[src/rtl/shift_add_mult_ctrl.sv]
// Unsigned N x N shift-and-add multiplier on one N-bit ripple adder; N+2 cycles per product.
// Operands accepted only in IDLE; the product is held in DONE until out_ready.
module shift_add_mult_ctrl #(
  parameter int N = 10
) (
  input  logic           clk,
  input  logic           rst,
  input  logic           in_valid,
  output logic           in_ready,
  input  logic [N-1:0]   a,
  input  logic [N-1:0]   b,
  output logic           out_valid,
  input  logic           out_ready,
  output logic [2*N-1:0] p,
  output logic           busy
);

  localparam int CW = $clog2(N + 1);

  typedef enum logic [1:0] {IDLE, RUN, DONE} state_t;

  state_t        state_q, state_d;
  logic [N-1:0]  m_q, m_d;
  logic [N-1:0]  a_q, a_d;
  logic [N-1:0]  q_q, q_d;
  logic [CW-1:0] cnt_q, cnt_d;

  logic [N-1:0]  addend;
  logic [N-1:0]  sum;
  logic [N:0]    carry;

  // Ripple full adder, cin tied low; addend is M gated by the multiplier LSB
  always_comb begin
    addend   = q_q[0] ? m_q : '0;
    sum      = '0;
    carry    = '0;
    carry[0] = 1'b0;
    for (int i = 0; i < N; i++) begin
      sum[i]     = a_q[i] ^ addend[i] ^ carry[i];
      carry[i+1] = (a_q[i] & addend[i]) | (carry[i] & (a_q[i] ^ addend[i]));
    end
  end

  always_comb begin
    state_d = state_q;
    m_d     = m_q;
    a_d     = a_q;
    q_d     = q_q;
    cnt_d   = cnt_q;
    case (state_q)
      IDLE: begin
        if (in_valid) begin
          m_d     = a;
          q_d     = b;
          a_d     = '0;
          cnt_d   = CW'(N);
          state_d = RUN;
        end
      end
      RUN: begin
        // Shift the (2N+1)-bit {carry, sum, Q} right by one
        a_d   = {carry[N], sum[N-1:1]};
        q_d   = {sum[0], q_q[N-1:1]};
        cnt_d = cnt_q - CW'(1);
        if (cnt_q == CW'(1)) begin
          state_d = DONE;
        end
      end
      DONE: begin
        if (out_ready) begin
          state_d = IDLE;
        end
      end
      default: state_d = IDLE;
    endcase
  end

  always_ff @(posedge clk) begin
    if (rst) begin
      state_q <= IDLE;
      m_q     <= '0;
      a_q     <= '0;
      q_q     <= '0;
      cnt_q   <= '0;
    end else begin
      state_q <= state_d;
      m_q     <= m_d;
      a_q     <= a_d;
      q_q     <= q_d;
      cnt_q   <= cnt_d;
    end
  end

  assign in_ready  = (state_q == IDLE);
  assign busy      = (state_q == RUN);
  assign out_valid = (state_q == DONE);
  assign p         = {a_q, q_q};

endmodule

[config.mk]
export PLATFORM = sky130hd
export DESIGN_NAME = shift_add_mult_ctrl
export DESIGN_NICKNAME = d
export VERILOG_FILES = /design/src/rtl/shift_add_mult_ctrl.sv
export SDC_FILE = /design/constraint.sdc
export NUM_CORES = 1
export LEC_CHECK = 0
export ABC_AREA = 1
export CORE_ASPECT_RATIO = 0.7
export CORE_UTILIZATION = 48
export DETAILED_ROUTE_END_ITERATION = 12
export PLACE_DENSITY = 0.82
export SETUP_SLACK_MARGIN = 0.05
export SLEW_MARGIN = 20
export SYNTH_ARGS = -nofsm -noshare
export SYNTH_HDL_FRONTEND = slang
export SYNTH_SLANG_ARGS = --single-unit
[constraint.sdc]
create_clock -name clk -period 5.9 [get_ports clk]
set_input_delay 1.18 -clock clk [delete_from_list [all_inputs] [get_ports clk]]
set_output_delay 1.18 -clock clk [all_outputs]
set_load 0.01 [all_outputs]
Word-level counts from Yosys, hierarchy flattened
Index checks and enable logic that the tools add are counted.
{"block": "totals", "in_bits": 24, "reg_bits": 36, "out_inout_bits": 23}
{"block": "classes", "muxes": 11, "bitwise": 47, "n_addsub": 1, "n_eq_ne": 6, "reduce_logical": 5}
{"op": "$pmux 10 s2", "n": 2}
{"op": "$mux 10", "n": 3}
{"op": "$and 1x1->1", "n": 19}
{"op": "$xor 1x1->1", "n": 19}
{"op": "$or 1x1->1", "n": 9}
{"op": "$pmux 4 s2", "n": 1}
{"op": "$mux 2", "n": 3}
{"op": "$pmux 2 s3", "n": 1}
{"op": "$eq 4x1->1 const B", "n": 1}
{"op": "$mux 4", "n": 1}
{"op": "$ne 2x1->1 const B", "n": 2}
{"op": "$reduce_and 2->1", "n": 2}
{"op": "$sub 4x1->4 const B", "n": 1}
{"op": "$reduce_and 3->1", "n": 1}
{"op": "$eq 2x1->1 const B", "n": 1}
{"op": "$eq 2x2->1 const B", "n": 1}
{"op": "$logic_not 2->1", "n": 1}
{"op": "$ne 2x2->1 const B", "n": 1}
{"op": "$reduce_bool 2->1", "n": 1}

Longest topological paths before layout
{"block": "depth", "word_depth": 21, "depth_mapped": 18, "mapped_depth_nobuf": 17}

Least setup slack after synthesis
OpenSTA, ideal clock, no wires.
{"block": "synth_path", "kind": "flip-flop to flip-flop", "start": "register q_q[0]", "end": "register a_q[8]", "t_arrival_ps": 4333, "synth_period_minus_slack_ps": 4403, "path_stages_with_launch": 19, "setup_time_ps": 70, "t_required_ps": 5830, "setup_slack_ps": 1497, "path_buffers": 1, "path_cell_list": "dfxtp_1 > clkbuf_1 > nand2_1 > inv_1 > ha_1 > inv_1 > fa_1 > fa_1 > inv_1 > fa_1 > fa_1 > inv_1 > fa_1 > fa_1 > fa_1 > fa_1 > fa_1 > or2_1 > a21oi_1"}
{"block": "synth_via", "elab_chain_cells": 20, "elab_cells_between_ends": 37, "cone_classes": "mux (2); bitwise (35)"}
{"item": "start, declared", "line": "25", "rtl": "logic [N-1:0] q_q, q_d;"}
{"item": "start signal, assigned", "line": "89", "rtl": "q_q <= q_d;"}
{"item": "$mux 10 (*)", "line": "34", "rtl": "addend = q_q[0] ? m_q : '0;"}
{"item": "$and 1x1->1 or $xor 1x1->1 (tied branches)", "line": "40", "rtl": "carry[i+1] = (a_q[i] & addend[i]) | (carry[i] & (a_q[i] ^ addend[i]));"}
{"item": "$and 1x1->1", "line": "40"}
{"item": "$or 1x1->1", "line": "40"}
{"item": "$and 1x1->1", "line": "40"}
{"item": "$or 1x1->1", "line": "40"}
{"item": "$and 1x1->1", "line": "40"}
{"item": "$or 1x1->1", "line": "40"}
{"item": "[4 not listed]"}
{"item": "$and 1x1->1", "line": "40"}
{"item": "$or 1x1->1", "line": "40"}
{"item": "$and 1x1->1", "line": "40"}
{"item": "$or 1x1->1", "line": "40"}
{"item": "$and 1x1->1", "line": "40"}
{"item": "$or 1x1->1", "line": "40"}
{"item": "$xor 1x1->1 (*)", "line": "39", "rtl": "sum[i] = a_q[i] ^ addend[i] ^ carry[i];"}
{"item": "$pmux 10 s2 (*)", "line": "50", "rtl": "case (state_q)"}
{"item": "end signal, assigned", "line": "82", "rtl": "a_q <= '0;"}
{"item": "end signal, assigned", "line": "88", "rtl": "a_q <= a_d;"}
{"item": "end, declared", "line": "24", "rtl": "logic [N-1:0] a_q, a_d;"}
Mark *: on every way between the ends. The rest lies on a longest branch, timed or not.
A chain may end at the register's enable or synchronous reset.

Final worst setup path
Ends and elaborated chain as after synthesis.

==> impl_results.md <==
- Status: finished, final reports clean
- Fillers: 262
- Root Driver: clkbuf_8
- Clock skew: 9.66 ps
- Hold_buf cts: 0
- Final Cell Area: 2300 µm²
- DIE WIDTH: 73.8 µm
- Grt ovf: 0
- Yosys Warn Count: 0
- Setup Viol. Count Final: 0
- DR vias: 1,514
- Register share of total power: 0.473
- Via density: 4.84
- Footprint of the multi-input gates: 857 µm²
- Die Ht: 52.3 µm
- Clock Sinks: 36
- Net Sw Frac: 0.259
- Layout cells sized above 1: 0.0639
- Register area: 721 µm²
- Post-CTS Setup Repair Bufs: 0
- First-pass GRT wire length: 6.31 mm
- Hold wc startpoint: a_q[1]$_SDFFE_PP0P_
- Antenna cell count: 0
- Syn_nets: 258
- Antenna violations before repair: 0
- Final TNS setup: 0 ps
- Clock share of power: 0.378
- Post-DP Area: 2190 µm²
- Fin crit period: 4530 ps
- Pin count of the biggest net entering global routing: 25
- CP cell instances: nand2_1 > inv_1 > ha_1 > inv_1 > fa_1 > fa_1 > inv_1 > fa_1 > fa_1 > inv_1 > fa_1 > fa_1 > fa_1 > fa_1 > fa_1 > or2_1 > a21oi_1
- Syn Area/Cell: 7.81 µm²
- CTS tree: done
- Unrepaired setup endpoints after global routing: false
- Iter 0 DRT Violations: 83
- Total global routing track utilization: 0.219
- Clk slew on worst S/H paths: 80 ps
- Largest area contributor in the netlist: dfxtp_1
- WL/cell: 12.2 µm
- Netlist cell types: 24
- Remaining DRCs: 0
- CP Capture Type: flip-flop
- Die footprint: 3860 µm²
- Number of CTS-inserted buffers: 5
- Maximum clock path buffer count: 2
- Vias in the first global route: 1,402
- Clk_lat worst skew: 290 ps
- Leak: 0.845 nW
- Worst Path Required: 6100 ps
- Cell Count, Final, Fillers Out: 313
- Fin. Hold Viols: 0
- Largest cells by area after synthesis: dfxtp_1, nand2_1, fa_1, nor2_1, inv_1
- Slew Limit Headroom: 0.380
- Initial core utilization: 0.526
- Psw: 148 µW
- Main synth FF type: dfxtp_1
- Synthesis-stage register bit count: 36
- Area share of the largest cell type after synthesis: 0.416
- ANT nets after route: 0
- Pre-antenna DRT Iters: 4
- MaxCap Viol Count: 0
- Fmax: 221 MHz
- Post-Syn Instances: 222
- P_int: 423 µW
- Dpl hpwl: 2.61 mm
- Core Region: 3300 µm²
- I/O Buffers: 46
- Placer Congestion: 0.751
- Gate power share: 0.149
- Largest stage delay on the critical path: 570 ps
- Kind of critical path: reg2reg
- Power per cell area: 248 nW/µm²
- Placed insts: 305
- Worst Hold Class: reg2reg
- Worst vdd ir: 176 µV
- R2R setup slack: 1370 ps
- Final Core Density: 0.697
- Final slew viol count: 0
- Register area share after synthesis: 0.416
- Area grow syn2layout: 32.5%
- Reg-to-Reg Start: q_q[0]$_SDFFE_PP0P_
- CP Max Fanout: 12
- Least-Margin Pin Slew: 928 ps
- Async S/R FF share, synth: 0
- Final WS setup: 1370 ps
- Commonest cells in the netlist: nand2_1, dfxtp_1, nor2_1, inv_1, a21oi_1
- Post-CTS sizing: 0
- Crit-path most repeated cell: fa_1
- Sink of the worst hold path: a_q[1]$_SDFFE_PP0P_
- Routed WL: 3.82 mm
- R2R Path End: a_q[8]$_SDFFE_PP0P_
- Post-synth EDFFs: 0
- Pre-CTS setup slack: 1410 ps
- Hold Crit Depth: 2
- Arr. time, crit path: 4730 ps
- Post-Syn Area: 1730 µm²
- Period utilization: 0.768
- R2R depth: 17
- Top-count cell post-synth: nand2_1
- IO Count: 47
- Crit-path slowest cell: dfxtp_1
- H-tree depth: 2
- Fin nets: 301
- Crit start category: flip-flop
- Row cnt: 17
==> worst max path at each step <==
stage                     cells after the start                start                  end
after floorplan                              18  q_q[0]$_SDFFE_PP0P_  a_q[8]$_SDFFE_PP0P_
after global placement                       17  q_q[0]$_SDFFE_PP0P_  a_q[8]$_SDFFE_PP0P_
after detailed placement                     17  q_q[0]$_SDFFE_PP0P_  a_q[8]$_SDFFE_PP0P_
after CTS                                    17  q_q[0]$_SDFFE_PP0P_  a_q[8]$_SDFFE_PP0P_
after global routing                         17  q_q[0]$_SDFFE_PP0P_  a_q[8]$_SDFFE_PP0P_
final                                        17  q_q[0]$_SDFFE_PP0P_  a_q[8]$_SDFFE_PP0P_
==> per-layer routing <==
layer / vias up / part of all wire / track usage
met1: 685 / 0.47 / 0.287
met5: - / 0 / 0
met3: 7 / 0.054 / 0.0462
li1: 781 / - / -
met2: 41 / 0.47 / 0.369
met4: 0 / 0.0073 / 0.0577
==> power groups by stage <==
stage                     clock (mW)  combinational [mW]  sequential, mW
final                          0.216              0.0852           0.270
after global routing           0.228              0.0944           0.272
after CTS                      0.217              0.0860           0.270
after detailed placement           0              0.0852           0.275
after global placement             0              0.0837           0.275
after floorplan                    0              0.0485           0.275
==> metrics by stage <==
stage / hold WS, ps / total power [mW]
global placement: 467 / 0.358
global route: 511 / 0.594
floorplan: 454 / 0.323
detailed placement: 473 / 0.360
finish: 482 / 0.571
CTS: 484 / 0.573
==> state kept, by name, summed over array words and instances, names as in the netlist <==
signal,flops
m_q,10
cnt_q,4
state_q,2
q_q,10
a_q,10
==> cells by family (layout without fill, tap and decap cells) <==
kind of cell,Yosys count,count (layout),share of synthesized area
and+or+nand+nor,102,102,0.247
adders and majority gates,12,12,0.126
buffers and inverters,34,78,0.0902
DFF,36,36,0.416
AOI/OAI and AO/OA,38,38,0.121
==> cell type report <==
type,count,area share
clock inverter,3,0.0185
sequential,36,0.314
tap,47,0.0256
timing repair buffer,46,0.200
inverter,24,0.0392
multi-input combinational,152,0.373
clock buffer,5,0.0299
==> critical path: cells and delay by family (launching register included) <==
| family | cells | cell delay, ps |
|---|---|---|
| buffers and inverters | 4 | 220 |
| AOI/OAI and AO/OA | 1 | 120 |
| DFF | 1 | 570 |
| adders and majority gates | 10 | 3190 |
| and+or+nand+nor | 2 | 320 |
==> layout by cell type, fill, tap and decap left out <==
master / count
or2_2: 1
a21oi_1: 13
inv_2: 3
fa_1: 9
clkbuf_8: 5
clkdlybuf4s50_1: 46
o21ai_1: 1
ha_1: 3
clkinv_2: 1
nor2_4: 2
clkinvlp_4: 1
a21oi_2: 1
nor2_1: 27
nor3_1: 4
nand2_1: 59
o21ai_2: 1
or2_1: 7
nand2_2: 1
bufinv_16: 1
inv_1: 21
nor3b_1: 1
o21ai_0: 12
dfxtp_1: 36
a31oi_1: 10
(Power assumes the default switching activity.)
==> RTL edit 1 (same settings) <==
Change the parameter `N` from 10 to 12.
--- a/src/rtl/shift_add_mult_ctrl.sv
+++ b/src/rtl/shift_add_mult_ctrl.sv
@@ -2,5 +2,5 @@
 // Operands accepted only in IDLE; the product is held in DONE until out_ready.
 module shift_add_mult_ctrl #(
-  parameter int N = 10
+  parameter int N = 12
 ) (
   input  logic           clk,
Interface: changed (resized a, b and p); port bits go from 47 to 55. The function was not compared with the original's and may differ.
==> RTL edit 1 against the original RTL <==
Highest routed layer unchanged. Sequential share of layout area is 0.58 points higher. Clock skew is 0.0061 ns lower. Sequential power is 16% higher. Area after synthesis is 14% higher. Sequential cell count is 6 higher. Total power is 4.7% higher. First-iteration DRC count is 12% lower. The run now ends with DRC left. Routed wire length is 12% higher. Largest power group unchanged. Cell area is 15% higher. Core utilization is 2.6 points lower. Setup slack worse by 0.57 ns.
==> RTL edit 1: results (changes against the original RTL) <==
status - finished with violations (was finished, final reports clean)
failing checks - DRC
dominant cells by area after synthesis - dfxtp_1, nand2_1, fa_1 (unchanged)
Slowest cell on crit path - fa_1 (was dfxtp_1)
initial antenna violation count - 0 (unchanged)
H-tree depth - 2 (unchanged)
Top Metal Used - met4 (unchanged)
first-pass GRT wire length - 7.36 mm (was 6.31 mm)
CP delay by family, top - adder cells (unchanged)
# fillers - 324 (was 262)
Sw Ratio - 0.260 (was 0.259)
reg2reg path depth - 19 (was 17)
share of layout cells above drive strength 1 - 0.0519 (was 0.0639)
DRT iter0 DRCs - 73 (was 83)
Final Skew - 0.00352 ns (was 0.00966 ns)
post-DR wirelength/cell - 11.8 um (was 12.2 um)
Top Registers - a_q (12), m_q (12), q_q (12) (was a_q (10), m_q (10), q_q (10))
Yosys warnings - 0 (unchanged)
CP max stage delay - 0.43 ns (was 0.57 ns)
worst vdd ir - 132 uV (was 176 uV)
Leakage Power - 0.954 nW (was 0.845 nW)
routed length on met2 - 1.86 mm (was 1.80 mm)
Post-CTS Hold Buffers - 0 (unchanged)
hold crit path type - reg2reg (unchanged)
CTS buffer count - 5 (unchanged)
Slew HR - 0.260 (was 0.380)
Worst EP arrival - 5.32 ns (was 4.73 ns)
post-CTS setup buffer count - 0 (unchanged)
library cells used by synthesis - 18 (was 24)
dpl ws - 0.800 ns (was 1.41 ns)
Final GP Congestion - 0.781 (was 0.751)
number of port buffers - 54 (was 46)
# DRC - 2 (was 0)
root buffer cell - clkbuf_8 (unchanged)
Seq/Total Area, Yosys - 0.427 (was 0.416)
largest net degree at the start of global routing - 29 (was 25)
DP Wirelength - 3.00 mm (was 2.61 mm)
Reg clk slew, reported paths - 0.08 ns (about the same)
Total Routing Usage GR - 0.219 (about the same)
met3 WL - 220 um (was 206 um)
post-CTS sizing - 0 (unchanged)
# nets final - 349 (was 301)
syn_nets - 298 (was 258)
DRT Pass-1 Iters - 8 (was 4)
Max FO, Critical Path - 7 (was 12)
via/cell ratio - 4.83 (was 4.84)
Antenna diodes - 0 (unchanged)
most frequent cells after synthesis - nand2_1, dfxtp_1, nor2_1, inv_1 (was nand2_1, dfxtp_1, nor2_1, inv_1, a21oi_1)
wl on met1 - 2.16 mm (was 1.78 mm)
placed cell area - 2540 sq um (was 2190 sq um)
vias in the first global route - 1583 (was 1402)
hold path depth - 2 (unchanged)
share of synthesized registers carrying an async set or reset - 0 (unchanged)
Skew-Pair Late Insertion Delay - 0.28 ns
[RTL edit 1: changes by cell type after synthesis, sizes merged]
cell,before,now
nand2,60,69
dfxtp,36,42
nor2,29,33
clkbuf,5,8
inv,24,27
o21ai,14,17
or2,8,11
a21oi,14,16
a31oi,10,12
fa,9,11
buf,5,4
nor3,4,3
nor3b,1,0
[RTL edit 1: final timing paths]
kind | startpoint | to | slack (ns)
max | q_q[0]$_SDFFE_PP0P_ | a_q[10]$_SDFFE_PP0P_ | 0.80
min | cnt_q[1]$_SDFFE_PP0P_ | cnt_q[1]$_SDFFE_PP0P_ | 0.48
max reg2reg | q_q[0]$_SDFFE_PP0P_ | a_q[10]$_SDFFE_PP0P_ | 0.80
min reg2reg | cnt_q[1]$_SDFFE_PP0P_ | cnt_q[1]$_SDFFE_PP0P_ | 0.48
[RTL edit 1: final cells by class]
cell class | count | area, sq um | area share
well taps | 52 | 65.1 | 0.0247
inverters | 27 | 101 | 0.0385
clock inverters | 1 | 5.00 | 0.00190
clock buffers | 7 | 86.3 | 0.0328
flip-flops and latches | 42 | 841 | 0.319
multi-input cells | 175 | 978 | 0.372
repair buffers | 56 | 556 | 0.211
[RTL edit 1: cell families (layout without fill, tap and decap cells)]
family                     Yosys count  in the layout  synth area share
buffers and inverters               39             91            0.0768
AOI/OAI and AO/OA                   45             45             0.124
and+or+nand+nor                    116            116             0.242
DFF                                 42             42             0.427
adders and majority gates           14             14             0.131
[RTL edit 1: power groups by stage]
| stage | combinational [W] | sequential (W) | clock, W |
|---|---|---|---|
| after floorplan | 0.0000500 | 0.000320 | 0 |
| after global placement | 0.0000971 | 0.000319 | 0 |
| after detailed placement | 0.0000984 | 0.000319 | 0 |
| after CTS | 0.0000990 | 0.000313 | 0.000191 |
| after global routing | 0.000110 | 0.000315 | 0.000203 |
| final | 0.0000982 | 0.000313 | 0.000187 |
[RTL edit 1: through the flow]
step / cells / hold slack (ns) / total power, W
finish: 360 / 0.478 / 0.000598
CTS: 360 / 0.480 / 0.000602
global placement: 352 / 0.455 / 0.000416
global route: 360 / 0.499 / 0.000629
floorplan: 256 / 0.445 / 0.000370
detailed placement: 352 / 0.468 / 0.000418
[RTL edit 1: worst register-to-register path: cells and delay by family (launching register included)]
kind	cells	cell delay, ns
adders and majority gates	12	3.95
AOI/OAI and AO/OA	1	0.12
buffers and inverters	4	0.23
and+or+nand+nor	2	0.31
DFF	1	0.42
[RTL edit 1: per-layer routing]
metal	global-route usage	vias up
li1	-	899
met1	0.322	800
met2	0.324	38
met3	0.0475	2
met4	0.0635	0
met5	0	-
==> RTL edit 2 (same flow settings) <==
Made on the original files. The 3 states of `state_t` get a one-hot encoding in 3 bits.
--- a/src/rtl/shift_add_mult_ctrl.sv
+++ b/src/rtl/shift_add_mult_ctrl.sv
@@ -18,5 +18,5 @@
   localparam int CW = $clog2(N + 1);
 
-  typedef enum logic [1:0] {IDLE, RUN, DONE} state_t;
+  typedef enum logic [2:0] {IDLE = 3'b001, RUN = 3'b010, DONE = 3'b100} state_t;
 
   state_t        state_q, state_d;
Formal check against the unedited RTL: no difference found for any inputs over 4 cycles, from zero or initial values and one cycle with rst high; so few cycles prove little.
==> RTL edit 2 against the original RTL <==
Area after synthesis is 15% higher. Sequential cell count increased by 1. Routed wire length up 16%. Fmax up 2.4%. Cell area grew 11%. Setup slack improved by 0.11 ns. Via count is 25% higher. Clock skew fell by 0.0012 ns.
Power is not compared: it rests on default switching activity, and its combinational part moved more than twofold at a synthesized area within 25%.
==> RTL edit 2: results (changes against the original RTL) <==
post-CTS setup buffer count - 0 (unchanged)
f_max - 226 MHz (was 221 MHz)
largest net degree at the start of global routing - 38 (was 25)
DRT iter0 DRCs - 137 (was 83)
Max FO, Critical Path - 12 (unchanged)
status - finished, final reports clean (unchanged)
dominant cells by area after synthesis - dfxtp_1, nand2_1, fa_1 (unchanged)
vias in the first global route - 1709 (was 1402)
Antenna diodes - 0 (unchanged)
dpl ws - 1.50 ns (was 1.41 ns)
hold crit path type - reg2reg (unchanged)
root buffer cell - clkbuf_8 (unchanged)
Final Skew - 0.00847 ns (was 0.00966 ns)
DP Wirelength - 3.01 mm (was 2.61 mm)
Slowest cell on crit path - dfxtp_1 (unchanged)
CP delay by family, top - adder cells (unchanged)
syn_nets - 323 (was 258)
Seq/Total Area, Yosys - 0.370 (was 0.416)
DRT Pass-1 Iters - 4 (unchanged)
Worst EP arrival - 4.57 ns (was 4.73 ns)
clk buf depth - 2 (unchanged)
first-pass GRT wire length - 7.61 mm (was 6.31 mm)
most frequent cells after synthesis - nand2_1, inv_1, dfxtp_1, nand3_1, nor2_1 (was nand2_1, dfxtp_1, nor2_1, inv_1, a21oi_1)
final wirelength - 4.44 mm (was 3.82 mm)
Slew HR - 0.433 (was 0.380)
# fillers - 357 (was 262)
Skew-Pair Late Insertion Delay - 0.30 ns
library cells used by synthesis - 18 (was 24)
Total Routing Usage GR - 0.221 (was 0.219)
number of port buffers - 46 (unchanged)
Final GP Congestion - 0.772 (was 0.751)
Top Registers - a_q (10), m_q (10), q_q (10) (unchanged)
CP max stage delay - 0.55 ns (was 0.57 ns)
post-CTS sizing - 0 (unchanged)
TNS Setup - 0 ns (unchanged)
share of layout cells above drive strength 1 - 0.0432 (was 0.0639)
Leakage Power - 1.11 nW
CTS buffer count - 5 (unchanged)
Reg clk slew, reported paths - 0.08 ns (about the same)
worst vdd ir - 166 uV
via/cell ratio - 5.01 (was 4.84)
share of synthesized registers carrying an async set or reset - 0 (unchanged)
# nets final - 359 (was 301)
==> RTL edit 2: cell types whose count changed after synthesis, sizes merged, moves of 8 or more <==
cell | before | now
a31oi | 10 | 0
nand3 | 0 | 38
a21oi | 14 | 24
nand4 | 0 | 11
nand2 | 60 | 73
or2 | 8 | 0
o21ai | 14 | 1
inv | 24 | 44
==> RTL edit 2: area by class of cell <==
cell class | count | share of cell area
Clock buffer | 7 | 0.0379
Clock inverter | 1 | 0.00197
Inverter | 44 | 0.0650
Multi-Input combinational cell | 189 | 0.397
Sequential cell | 37 | 0.291
Tap cell | 52 | 0.0256
Timing Repair Buffer | 46 | 0.181
==> RTL edit 2: path summary, 6_finish.rpt <==
check                               end  cells after the start             startpoint
hold reg to reg   cnt_q[0]$_SDFFE_PP0P_                      1  cnt_q[0]$_SDFFE_PP0P_
hold / removal    cnt_q[0]$_SDFFE_PP0P_                      1  cnt_q[0]$_SDFFE_PP0P_
setup / recovery    a_q[8]$_SDFFE_PP0P_                     18    q_q[0]$_SDFFE_PP0P_
setup reg to reg    a_q[8]$_SDFFE_PP0P_                     18    q_q[0]$_SDFFE_PP0P_
==> RTL edit 2: power breakdown <==
| group | leakage (nW) | internal [W] | switching (W) |
|---|---|---|---|
| sequential | 0.303 | 0.000277 | 0.0000261 |
| combinational | 0.758 | 0.0000787 | 0.000107 |
| clock | 0.0542 | 0.000106 | 0.0000932 |
==> RTL edit 2: per-layer routing <==
layer  wire length, um  GRT usage  vias to the layer above
li1                  -          -                      965
met1              2190      0.308                      884
met2              2010      0.337                       32
met3               195     0.0607                        4
met4                38     0.0545                        0
met5                 0          0                        -
==> RTL edit 2: logic make-up after synthesis <==
logic type,Yosys count,share of synthesized area
buf+inv,61,0.125
flops,37,0.370
compound gates,25,0.0626
simple gates,152,0.334
fa+ha+maj,12,0.109
==> RTL edit 2: metrics by stage <==
stage	instance area (sq um)	hold slack [ns]	instances	total power, W	utilization
floorplan	2000	0.435	287	0.000427	-
global placement	2440	0.452	368	0.000489	0.619
detailed placement	2440	0.459	368	0.000495	0.619
CTS	2540	0.470	376	0.000690	0.644
global route	2540	0.488	376	0.000730	0.644
finish	2540	0.469	376	0.000688	0.644
